**src/rtl/seq_pattern_tx.sv**
```systemverilog
// Serial pattern transmitter: shifts a latched pattern out MSB-first, repeating it
// a programmable number of times with an optional idle gap between frames.
module seq_pattern_tx #(
  parameter int MAX_LEN = 8,
  parameter int LEN_W   = 4
) (
  input  logic               clk,
  input  logic               rst,
  input  logic               start,
  input  logic [MAX_LEN-1:0] pattern_in,
  input  logic [LEN_W-1:0]   len_in,
  input  logic [7:0]         repeat_in,
  input  logic [3:0]         gap_in,
  input  logic               abort,
  output logic               dout,
  output logic               dout_valid,
  output logic               busy,
  output logic               done,
  output logic [7:0]         frames_sent
);

  typedef enum logic [1:0] {IDLE, SEND, GAP, DONE} state_t;

  localparam logic [LEN_W-1:0] MAX_LEN_L = LEN_W'(MAX_LEN);

  state_t             state, state_n;
  logic [MAX_LEN-1:0] pat_q, pat_n;
  logic [LEN_W-1:0]   len_q, len_n;
  logic [3:0]         gap_q, gap_n;
  logic [7:0]         frames_left, frames_left_n;
  logic [3:0]         gap_cnt, gap_cnt_n;
  logic [LEN_W-1:0]   bit_idx, bit_idx_n;
  logic [7:0]         frames_sent_n;
  logic               dout_n, valid_n, busy_n, done_n;
  logic [LEN_W-1:0]   len_clamp;

  function automatic logic bit_at(input logic [MAX_LEN-1:0] p, input logic [LEN_W-1:0] idx);
    logic [MAX_LEN-1:0] s;
    s = p >> idx;
    return s[0];
  endfunction

  assign len_clamp = (len_in > MAX_LEN_L) ? MAX_LEN_L : len_in;

  // Outputs are computed one cycle ahead here and registered below, so the
  // value on dout always belongs to the state the FSM is currently in.
  always_comb begin
    state_n       = state;
    pat_n         = pat_q;
    len_n         = len_q;
    gap_n         = gap_q;
    frames_left_n = frames_left;
    gap_cnt_n     = gap_cnt;
    bit_idx_n     = bit_idx;
    frames_sent_n = frames_sent;
    dout_n        = 1'b0;
    valid_n       = 1'b0;
    busy_n        = 1'b0;
    done_n        = 1'b0;
    case (state)
      IDLE: begin
        if (start) begin
          pat_n         = pattern_in;
          len_n         = len_clamp;
          gap_n         = gap_in;
          frames_left_n = repeat_in;
          frames_sent_n = 8'd0;
          if (len_clamp == '0 || repeat_in == 8'd0) begin
            state_n = DONE;
            done_n  = 1'b1;
          end else begin
            state_n   = SEND;
            bit_idx_n = len_clamp - 1'b1;
            dout_n    = bit_at(pattern_in, len_clamp - 1'b1);
            valid_n   = 1'b1;
            busy_n    = 1'b1;
          end
        end
      end
      SEND: begin
        if (abort) begin
          state_n = IDLE;
        end else if (bit_idx != '0) begin
          bit_idx_n = bit_idx - 1'b1;
          dout_n    = bit_at(pat_q, bit_idx - 1'b1);
          valid_n   = 1'b1;
          busy_n    = 1'b1;
        end else begin
          frames_sent_n = frames_sent + 8'd1;
          frames_left_n = frames_left - 8'd1;
          if (frames_left == 8'd1) begin
            state_n = DONE;
            done_n  = 1'b1;
          end else if (gap_q != 4'd0) begin
            state_n   = GAP;
            gap_cnt_n = gap_q;
            busy_n    = 1'b1;
          end else begin
            bit_idx_n = len_q - 1'b1;
            dout_n    = bit_at(pat_q, len_q - 1'b1);
            valid_n   = 1'b1;
            busy_n    = 1'b1;
          end
        end
      end
      GAP: begin
        // gap_cnt holds the number of gap cycles left, including this one
        if (abort) begin
          state_n = IDLE;
        end else if (gap_cnt == 4'd1) begin
          state_n   = SEND;
          bit_idx_n = len_q - 1'b1;
          dout_n    = bit_at(pat_q, len_q - 1'b1);
          valid_n   = 1'b1;
          busy_n    = 1'b1;
        end else begin
          gap_cnt_n = gap_cnt - 4'd1;
          busy_n    = 1'b1;
        end
      end
      DONE: begin
        state_n = IDLE;
      end
      default: begin
        state_n = IDLE;
      end
    endcase
  end

  always_ff @(posedge clk) begin
    if (rst) begin
      state       <= IDLE;
      pat_q       <= '0;
      len_q       <= '0;
      gap_q       <= '0;
      frames_left <= '0;
      gap_cnt     <= '0;
      bit_idx     <= '0;
      frames_sent <= '0;
      dout        <= 1'b0;
      dout_valid  <= 1'b0;
      busy        <= 1'b0;
      done        <= 1'b0;
    end else begin
      state       <= state_n;
      pat_q       <= pat_n;
      len_q       <= len_n;
      gap_q       <= gap_n;
      frames_left <= frames_left_n;
      gap_cnt     <= gap_cnt_n;
      bit_idx     <= bit_idx_n;
      frames_sent <= frames_sent_n;
      dout        <= dout_n;
      dout_valid  <= valid_n;
      busy        <= busy_n;
      done        <= done_n;
    end
  end

endmodule

```
**config.mk**
```make
export PLATFORM = sky130hd
export DESIGN_NAME = seq_pattern_tx
export DESIGN_NICKNAME = d
export VERILOG_FILES = /design/src/rtl/seq_pattern_tx.sv
export SDC_FILE = /design/constraint.sdc
export NUM_CORES = 1
export LEC_CHECK = 0
export BUFFER_PORTS_ARGS = -buffer_cell sky130_fd_sc_hd__buf_4
export CAP_MARGIN = 20
export CORE_MARGIN = 5
export CORE_UTILIZATION = 47
export DETAILED_ROUTE_END_ITERATION = 16
export PLACE_DENSITY = 0.7
export SYNTH_ARGS = -nofsm -noshare
export SYNTH_HDL_FRONTEND = slang
export SYNTH_SLANG_ARGS = --single-unit
```
**constraint.sdc**
```tcl
create_clock -name clk -period 1.9 [get_ports clk]
set_input_delay 0.095 -clock clk [delete_from_list [all_inputs] [get_ports clk]]
set_output_delay 0.095 -clock clk [all_outputs]
set_load 0.01 [all_outputs]
```
==> results of run 1 <==
## routing by layer
layer  vias up  part of all wire
met2        81              0.48
li1       1370                 -
met5         -                 0
met1      1276              0.45
met4         0            0.0090
met3        10             0.061
## worst max-delay path by stage
stage / start / endpoint / slack (ns) / cells past startpoint
global placement: bit_idx[1] / gap_cnt[0] / -0.05 / 7
finish: bit_idx[0] / gap_cnt[1] / -0.0001 / 8
floorplan: bit_idx[0] / gap_cnt[0] / -0.006 / 7
CTS: bit_idx[1] / gap_cnt[0] / -0.02 / 7
global route: bit_idx[0] / gap_cnt[1] / -0.07 / 8
detailed placement: bit_idx[1] / gap_cnt[0] / -0.09 / 7
## cells in the mapped netlist, types with 2 or more instances
| cell | instances | share of area |
|---|---|---|
| dfxtp_1 | 46 | 0.33 |
| nand2_1 | 41 | 0.055 |
| nor2_1 | 33 | 0.044 |
| a21oi_1 | 31 | 0.055 |
| o21ai_0 | 17 | 0.030 |
| ha_1 | 13 | 0.058 |
| inv_1 | 13 | 0.017 |
| nor2b_1 | 11 | 0.024 |
| clkbuf_1 | 10 | 0.013 |
| nand2b_1 | 9 | 0.020 |
| nor3_1 | 8 | 0.014 |
| xor2_1 | 8 | 0.025 |
| mux2i_1 | 7 | 0.025 |
| mux4_2 | 6 | 0.048 |
| nand4_1 | 6 | 0.013 |
| nor4_1 | 6 | 0.013 |
| a31oi_1 | 5 | 0.011 |
| nand3_1 | 4 | 0.0071 |
| nand4b_1 | 4 | 0.012 |
| o221ai_1 | 4 | 0.012 |
| a22oi_1 | 3 | 0.0080 |
| o21a_1 | 3 | 0.0080 |
| o31ai_1 | 3 | 0.0080 |
| xnor2_1 | 3 | 0.0093 |
| a211oi_1 | 2 | 0.0053 |
| and2_1 | 2 | 0.0044 |
| and3_1 | 2 | 0.0044 |
| buf_1 | 2 | 0.0027 |
| buf_2 | 2 | 0.0036 |
| nand3b_1 | 2 | 0.0053 |
| nor3b_1 | 2 | 0.0053 |
| o21bai_1 | 2 | 0.0053 |
| o22ai_1 | 2 | 0.0044 |
| o311a_1 | 2 | 0.0071 |
| o31a_1 | 2 | 0.0062 |
| or3_1 | 2 | 0.0044 |
## flip-flops by register name (all words and copies together) (netlist names), 2 cells and up
register	count
bit_idx	4
frames_left	8
frames_sent	8
gap_cnt	4
gap_q	4
len_q	4
pat_q	8
state	2
## layout make-up
| type | instances | area share |
|---|---|---|
| Tap cell | 75 | 0.02584 |
| Clock buffer | 6 | 0.02274 |
| Sequential cell | 46 | 0.2550 |
| Timing Repair Buffer | 77 | 0.1592 |
| Multi-Input combinational cell | 267 | 0.5145 |
| Inverter | 14 | 0.01447 |
| Clock inverter | 1 | 0.008270 |
## placed cells by master (no fill, tap or decap), types with 3 or more instances in the layout
cell type | Yosys | routed
buf_4 | 0 | 77
dfxtp_1 | 46 | 42
nand2_1 | 41 | 41
nor2_1 | 33 | 33
a21oi_1 | 31 | 30
o21ai_0 | 17 | 14
inv_1 | 13 | 9
nand2b_1 | 9 | 9
nor2b_1 | 11 | 9
xor2_1 | 8 | 8
ha_1 | 13 | 8
nor3_1 | 8 | 7
mux2i_1 | 7 | 6
nand4_1 | 6 | 6
mux4_2 | 6 | 6
clkbuf_8 | 0 | 6
inv_2 | 0 | 5
nor4_1 | 6 | 5
a31oi_1 | 5 | 5
o21ai_1 | 1 | 4
nand3_1 | 4 | 4
o221ai_1 | 4 | 4
nand4b_1 | 4 | 4
dfxtp_2 | 0 | 4
a22oi_1 | 3 | 3
xnor2_1 | 3 | 3
o31ai_1 | 3 | 3
o21a_1 | 3 | 3
ha_4 | 0 | 3
## critical path, delay by kind of cell (launching register included)
family	cells	cell delay (ns)
AO/OA/AOI/OAI	4	0.73
adder cells (fa/ha/maj)	1	0.14
buffers and inverters	2	0.25
flip-flops	1	0.33
AND/OR/NAND/NOR	1	0.39
## kinds of logic after synthesis
| group | Yosys count |
|---|---|
| adder cells (fa/ha/maj) | 13 |
| multiplexers | 14 |
| AND/OR/NAND/NOR | 139 |
| AO/OA/AOI/OAI | 90 |
| buffers and inverters | 29 |
| flip-flops | 46 |
| XOR/XNOR | 11 |
## report_power, final
group,internal [mW],switching [mW]
logic,1.45,1.58
clock network,0.421,0.327
registers,1.18,0.186
total,3.06,2.09
## what timing repair did
item | 4_1_cts | 5_1_grt
setup buffers | 4 | 2
setup endpoints to repair | 4 | 27
pin swaps | 8 | 8
endpoints found under the hold margin | 0 | 0
resized for setup | 7 | 18
==> results.txt, run 1 <==
Average size of a mapped cell -> 8.239 um2
Vias per inst -> 5.632
Worst Min Path Start -> pattern_in[0]
Gr usage total -> 0.1927
Compound-Gate Fraction of Synth Area -> 0.2069
Largest family of logic cells by synthesized area -> simple AND/OR/NAND/NOR gates
Crit Reg-Reg Endpoint -> gap_cnt[1]
R2R Setup Slk -> -0.0001 ns
Ys Warns -> 0
Xor and xnor area share after synthesis -> 0.03419
Initial DRC Count -> 197
CP Class -> reg -> reg
Drc violations -> 0
ANT nets after route -> 0
Async set or reset register ratio after synthesis -> 0
Area Growth Syn to Fin -> 28.86%
Die height -> 87.43 um
CTS tree -> yes
Clock sink count -> 46
Critical Path Sink Type -> flop
Number of cells on the worst hold path -> 3
Routed WL per cell -> 14.71 um
Detailed Route WL -> 7.149 mm
R2R depth -> 8
Pin count of the biggest net entering global routing -> 38
CORE AREA -> 5886 um2
Simple-gate portion of the synthesized area -> 0.2553
Top_reg_cell synth -> dfxtp_1
Failing checks -> negative setup slack
Met1 usage -> 0.2423
Max Freq -> 526.3 MHz
Relative slew slack -> 0.6225
Fin. Hold Viols -> 0
Final setup fails -> 1
Area of the multi-input gates -> 1868 um2
Synth Area in Adders -> 0.05773
Final worst-path cycle share -> 1.000
Port bufs -> 39
Required time of the critical path -> 2.14 ns
Least-Margin Pin Slew -> 0.5611 ns
Hold buffers post-CTS -> 0
Routability cong. -> 0.9408
Fillers -> 543
Syn Inst Count -> 342
Setup TNS -> -0.0001097 ns
Final instance area -> 3631 um2
Register area share after synthesis -> 0.3268
Number of CTS-inserted buffers -> 5
Total die area -> 7644 um2
MaxCap Viol Count -> 0
Maximum root-to-sink buffer count -> 2
DP Worst Slack -> -0.09240 ns
First-pass GRT wire length -> 11.87 mm
Placed cell areas -> 3379 um2
Cell Area, Synth -> 2818 um2
H-Tree Depth -> 2
RSZ-0062 raised after global routing -> true
Number of global-route vias before repair -> 2605
Met3 usage in global routing -> 0.03122
Share of cells above drive strength 1 -> 0.2968
DR vias -> 2737
Static leakage -> 1.443 nW
Post-synthesis mux area share -> 0.07682
Fin crit period -> 1.900 ns
Worst skew pair latency -> 0.31 ns
DR pass1 iterations -> 4
Status -> complete, but fails checks
Cell count after placement -> 473
Register area -> 925.9 um2
Worst path cell trace -> inv_2 -> ha_4 -> or3b_4 -> a211oi_2 -> o221ai_2 -> buf_4 -> a211o_1 -> a21oi_1
Site Rows -> 28
Hold Path Class -> in -> reg
Non-Filler Instances -> 486
Number of synthesized flops with an enable pin -> 0
Starting Density -> 0.4787
Final net count -> 452
Crit path DAT -> 2.14 ns
Overflow after GRT -> 0
Initial antenna violation count -> 0
Die Width -> 87.43 um
Hold EP -> pat_q[0]
Clock transition at path regs -> 0.09 ns
Distinct cells, synth -> 60
Hold slack -> 0.03758 ns
Max stage delay on crit path -> 0.39 ns
PnR worst setup slack -> -0.0001097 ns
CTS root buf -> clkbuf_8
Total power -> 5.153 mW
I/O Pins -> 40
Crit start category -> flop
Met2 usage -> 0.3445
R2R Path Start -> bit_idx[0]
Mapped Nets -> 383
Worst Skew -> 0.009222 ns
Busiest metal layer after global routing -> met2
Post-synthesis register bit count -> 46
Power Density -> 1419 nW/um2
DP HPWL -> 5.329 mm
Crit-path max FO -> 5
Antenna cells -> 0
Slew Limit Fails -> 0
Worst VDD drop -> 0.5620 mV
Final design utilization -> 0.6169
CP max stage cell -> or3b_4
(Power assumes the default switching activity.)
==> inputs of run 2 (changes only) <==
- PLACE_DENSITY: 0.7 -> 0.68
- clock period: 1.9 -> 2.05 ns (I/O delays scaled with it)
==> results.txt, run 2 (synthesis results as in run 1) <==
Status -> finished, final reports clean
Initial antenna violation count -> 0
Crit start category -> flop
Routability cong. -> 0.9362
Most common cell after layout, fill and taps aside -> buf_4
Die Width -> 87.43 um
Worst Min Path Start -> gap_in[1]
Drc violations -> 0
CP max stage cell -> or3b_4
Port bufs -> 39
Critical Path Sink Type -> flop
Required time of the critical path -> 2.28 ns
Worst VDD drop -> 0.5724 mV
Number of CTS-inserted buffers -> 5
CORE AREA -> 5886 um2
Fin. Hold Viols -> 0
Vias per inst -> 5.643
Area Growth Syn to Fin -> 23.36%
Crit Reg-Reg Endpoint -> gap_cnt[0]
Hold slack -> 0.03840 ns
Crit-path max FO -> 6
Static leakage -> 1.366 nW
RSZ-0062 raised after global routing -> true
Overflow after GRT -> 0
I/O Pins -> 40
Fin crit period -> 1.953 ns
Number of global-route vias before repair -> 2573
First-pass GRT wire length -> 11.67 mm
Detailed Route WL -> 7.013 mm
Maximum root-to-sink buffer count -> 2
Buf/Inv on CP -> 1
R2R Setup Slk -> 0.1 ns
Hold EP -> gap_q[1]
Worst Skew -> 0.003063 ns
Share of cells above drive strength 1 -> 0.2424
Critical Path Start -> bit_idx[1]
Pin count of the biggest net entering global routing -> 38
Relative slew slack -> 0.5798
Slew Limit Fails -> 0
ANT nets after route -> 0
DR pass1 iterations -> 4
Antenna cells -> 0
Power Density -> 1285 nW/um2
Cell count after placement -> 462
Most frequent cells in the layout -> 62 x buf_4, 43 x dfxtp_1, 41 x nand2_1, 33 x nor2_1, 31 x a21oi_1
Final net count -> 437
Clock sink count -> 46
Non-Filler Instances -> 471
CP delay by family, top -> simple AND/OR/NAND/NOR gates
Clock transition at path regs -> 0.08 ns
Starting Density -> 0.4787
MaxCap Viol Count -> 0
Final setup fails -> 0
CTS root buf -> clkbuf_8
Routed WL per cell -> 14.89 um
Gr usage total -> 0.1920
Die height -> 87.43 um
Max Freq -> 511.9 MHz
Final worst-path cycle share -> 0.9529
Site Rows -> 28
Crit path DAT -> 2.19 ns
Number of cells on the worst hold path -> 3
CTS tree -> yes
Initial DRC Count -> 66
Max stage delay on crit path -> 0.40 ns
DP HPWL -> 5.346 mm
R2R Path Start -> bit_idx[1]
H-Tree Depth -> 2
Worst path cell trace -> inv_2 -> ha_4 -> or3b_4 -> a211oi_2 -> o221ai_2 -> or3b_1 -> a31oi_1
CP Class -> reg -> reg
Worst skew pair latency -> 0.30 ns
Least-Margin Pin Slew -> 0.6245 ns
DR vias -> 2658
Total die area -> 7644 um2
Hold Path Class -> in -> reg
R2R depth -> 7
Hold buffers post-CTS -> 0
Biggest regs -> frames_left x8, frames_sent x8, pat_q x8
## run 2: timing repair
item | in CTS | in global routing
pin swaps | 2 | 5
setup buffers | 0 | 2
setup endpoints to repair | 2 | 20
gates cloned | 0 | 0
resized for setup | 1 | 12
## run 2: final cells by class
class	count	area (um2)
clock buffers	6	82.58
clock inverters	1	30.03
fillers	570	2410
inverters	14	52.55
multi-input cells	267	1827
flip-flops and latches	46	924.6
well taps	75	93.84
repair buffers	62	465.4
## run 2: how the worst max path moves through the flow
| stage | endpoint | slack [ns] | cells past startpoint |
|---|---|---|---|
| after floorplan | gap_cnt[0] | 0.08 | 7 |
| after global placement | gap_cnt[0] | 0.06 | 7 |
| after detailed placement | gap_cnt[0] | 0.02 | 7 |
| after CTS | gap_cnt[0] | 0.02 | 7 |
| after global routing | gap_cnt[0] | -0.05 | 7 |
| final | gap_cnt[0] | 0.1 | 7 |
## run 2: per-layer routing
| metal | GRT usage | share of wire |
|---|---|---|
| met5 | 0 | 0 |
| met4 | 0.05997 | 0.013 |
| met3 | 0.03406 | 0.059 |
| met2 | 0.3329 | 0.47 |
| met1 | 0.2404 | 0.46 |
## run 2: metrics by stage
stage | setup slack, ns | instance area (um2) | setup TNS (ns) | utilization | total power, mW
floorplan | 0.08247 | 2818 | 0 | - | 2.980
global placement | 0.06448 | 3296 | 0 | 0.5599 | 3.647
detailed placement | 0.01617 | 3296 | 0 | 0.5599 | 3.657
CTS | 0.02163 | 3411 | 0 | 0.5795 | 4.372
global route | -0.05125 | 3476 | -0.08122 | 0.5906 | 4.834
finish | 0.09661 | 3476 | 0 | 0.5906 | 4.466
## run 2: power by group
part	internal [mW]	switching (mW)	leakage [nW]
clock	0.390	0.309	0.0573
sequential	1.10	0.200	0.377
combinational	1.12	1.35	0.932
## run 2: worst reg2reg max path: cells and delay by family, from the launching register on
kind / cells / cell delay, ns
and+or+nand+nor: 2 / 0.79
AOI/OAI and AO/OA: 3 / 0.54
DFF: 1 / 0.33
adders and majority gates: 1 / 0.15
buffers and inverters: 1 / 0.08
==> inputs of run 3 (changes only) <==
- ABC_AREA: unset -> 1
- PLACE_DENSITY: 0.68 -> 0.67
==> results.txt, run 3 <==
Routability cong. -> 0.8880
Critical Path Start -> bit_idx[0]
Crit path to -> gap_cnt[3]
Crit start category -> flop
Syn Inst Count -> 482
Busiest metal layer after global routing -> met2
Worst path cell trace -> inv_2 -> ha_1 -> nand3_1 -> nand2_1 -> inv_1 -> nor3_1 -> nand2_1 -> inv_1 -> nor2_1 -> nor2_1
Critical Path Sink Type -> flop
Overflow after GRT -> 0
Total die area -> 7953 um2
Max stage delay on crit path -> 0.37 ns
Required time of the critical path -> 2.29 ns
NetSw -> 2.267 mW
First-pass GRT wire length -> 12.49 mm
Max Freq -> 557.9 MHz
Post-synthesis register bit count -> 46
Post-CTS setup buffer count -> 0
Cell with the most instances after synthesis -> nand2_1
Die height -> 89.18 um
DR pass1 iterations -> 5
Ys Warns -> 0
Final net count -> 562
Die Width -> 89.18 um
Maximum root-to-sink buffer count -> 2
Fillers -> 631
Detailed Route WL -> 7.244 mm
Least-Margin Pin Slew -> 0.4916 ns
CTS root buf -> clkbuf_8
Met1 usage -> 0.2459
Hold slack -> 0.06669 ns
Post-synth top area share -> 0.3125
Antenna cells -> 0
Pin count of the biggest net entering global routing -> 28
Commonest cells post-synth -> 135 x nand2_1, 60 x inv_1, 59 x nor2_1
Final worst-path cycle share -> 0.8744
Hold Path Class -> in -> reg
Setup TNS -> 0 ns
Initial DRC Count -> 166
Most frequent cells in the layout -> 135 x nand2_1, 59 x inv_1, 59 x nor2_1, 46 x nand3_1, 46 x dfxtp_1
Top_reg_cell synth -> dfxtp_1
Mapped Nets -> 523
Number of global-route vias before repair -> 2892
Area Growth Syn to Fin -> 16.43%
Clock sink count -> 46
CP max stage cell -> dfxtp_1
ANT nets after route -> 0
Worst VDD drop -> 0.6237 mV
Slew Limit Fails -> 0
Gr usage total -> 0.1946
Initial antenna violation count -> 0
Power Density -> 1382 nW/um2
H-Tree Depth -> 2
CORE AREA -> 6026 um2
Seq pwr share -> 0.279
DR vias -> 3082
R2R Setup Slk -> 0.26 ns
Port bufs -> 39
Clock transition at path regs -> 0.09 ns
P_int -> 2.476 mW
Fin. Hold Viols -> 0
R2R Path Start -> bit_idx[0]
Routed WL per cell -> 12.13 um
Synth area leaders -> dfxtp_1 31%, nand2_1 17%, nand3_1 7.8%, inv_1 7.6%, nor2_1 7.5%
Met3 usage in global routing -> 0.03871
Buf/Inv on CP -> 3
Total power -> 4.743 mW
Site Rows -> 28
Worst Skew -> 0.005139 ns
Most common cell after layout, fill and taps aside -> nand2_1
Cell Area, Synth -> 2947 um2
Starting Density -> 0.4890
Crit Reg-Reg Endpoint -> gap_cnt[3]
DP HPWL -> 5.536 mm
Largest area contributor in the netlist -> dfxtp_1
Crit path DAT -> 2.03 ns
Crit-path max FO -> 8
Number of CTS-inserted buffers -> 5
Average size of a mapped cell -> 6.113 um2
R2R depth -> 10
CP delay by family, top -> simple AND/OR/NAND/NOR gates
Distinct cells, synth -> 28
Async set or reset register ratio after synthesis -> 0
Clock Power Share -> 0.142
Relative slew slack -> 0.6693
CTS tree -> yes
Worst skew pair latency -> 0.30 ns
Status -> finished, final reports clean
Register area share after synthesis -> 0.3125
Number of cells on the critical path -> 10
I/O Pins -> 40
Biggest regs -> frames_left x8, frames_sent x8, pat_q x8
Fin crit period -> 1.793 ns
CP Class -> reg -> reg
Met2 usage -> 0.3429
MaxCap Viol Count -> 0
Final setup fails -> 0
Number of synthesized flops with an enable pin -> 0
Static leakage -> 1.698 nW
Share of cells above drive strength 1 -> 0.1226
Net Sw Frac -> 0.4780
Drc violations -> 0
Comb pwr share -> 0.579
RSZ-0062 raised after global routing -> false
Vias per inst -> 5.162
==> run 3: changes by cell type after synthesis, sizes merged, moves of 5 or more <==
cell | before | now
nor3 | 9 | 3
mux4 | 6 | 0
nand2b | 9 | 0
xor2 | 8 | 3
nand3 | 4 | 48
mux2i | 7 | 0
a31oi | 5 | 0
o21ai | 18 | 45
o221ai | 5 | 0
nor2 | 33 | 60
inv | 13 | 63
nor4 | 6 | 1
nor2b | 11 | 0
nand2 | 41 | 135
==> run 3: cells by family after synthesis <==
logic type	after synthesis	share of synthesized area
simple gates	258	0.3690
fa+ha+maj	13	0.05520
compound gates	83	0.1444
flops	46	0.3125
buf+inv	77	0.1040
xor+xnor	5	0.01486
==> run 3: area by class of cell <==
class,count,area [um2],area share
Tap cell,75,93.84,0.02735
Timing Repair Buffer,45,337.8,0.09847
Sequential cell,46,920.9,0.2684
Clock buffer,5,68.82,0.02006
Inverter,64,240.2,0.07002
Clock inverter,3,40.04,0.01167
Multi-Input combinational cell,359,1729,0.5040
==> run 3: power by group through the flow <==
stage / Sequential, mW / Clock (mW) / Combinational [mW]
final: 1.32 / 0.675 / 2.75
after global routing: 1.35 / 0.726 / 3.15
after CTS: 1.32 / 0.694 / 2.73
after detailed placement: 1.34 / 0 / 2.71
after global placement: 1.33 / 0 / 2.67
after floorplan: 1.32 / 0 / 2.12
==> run 3: through the flow <==
step	worst slack (ns)	cells	cell area, um2	utilization
6_report	0.2575	597	3431	0.5694
5_1_grt	0.07644	597	3431	0.5694
4_1_cts	0.06648	597	3421	0.5677
3_5_place_dp	0.08520	589	3312	0.5496
3_3_place_gp	0.1799	589	3312	0.5496
2_1_floorplan	0.5034	482	2947	-
==> run 3: what timing repair did <==
action                     in CTS  in global routing
setup endpoints to repair       0                 11
hold buffers                    0                  0
resized for setup               0                  3
==> run 3: worst min path at each step <==
stage | start | cells after the start | slack (ns) | endpoint
after floorplan | pattern_in[0] | 2 | 0.27 | pat_q[0]
after global placement | pattern_in[2] | 3 | 0.37 | pat_q[2]
after detailed placement | pattern_in[0] | 3 | 0.38 | pat_q[0]
after CTS | pattern_in[0] | 3 | 0.07 | pat_q[0]
after global routing | gap_in[3] | 3 | 0.07 | gap_q[3]
final | pattern_in[0] | 3 | 0.07 | pat_q[0]
==> run 3: worst reg2reg max path: stages, from the launching register on <==
cell,delay (ns)
dfxtp_1,0.37
inv_2,0.14
ha_1,0.20
nand3_1,0.18
nand2_1,0.15
inv_1,0.10
nor3_1,0.16
nand2_1,0.15
inv_1,0.15
nor2_1,0.05
nor2_1,0.10
==> run 3: metal layers <==
layer,part of all wire,vias to the layer above,routed length [um]
li1,-,1618,-
met1,0.46,1382,3366
met2,0.46,76,3360
met3,0.063,6,456
met4,0.0081,0,59
met5,0,-,0
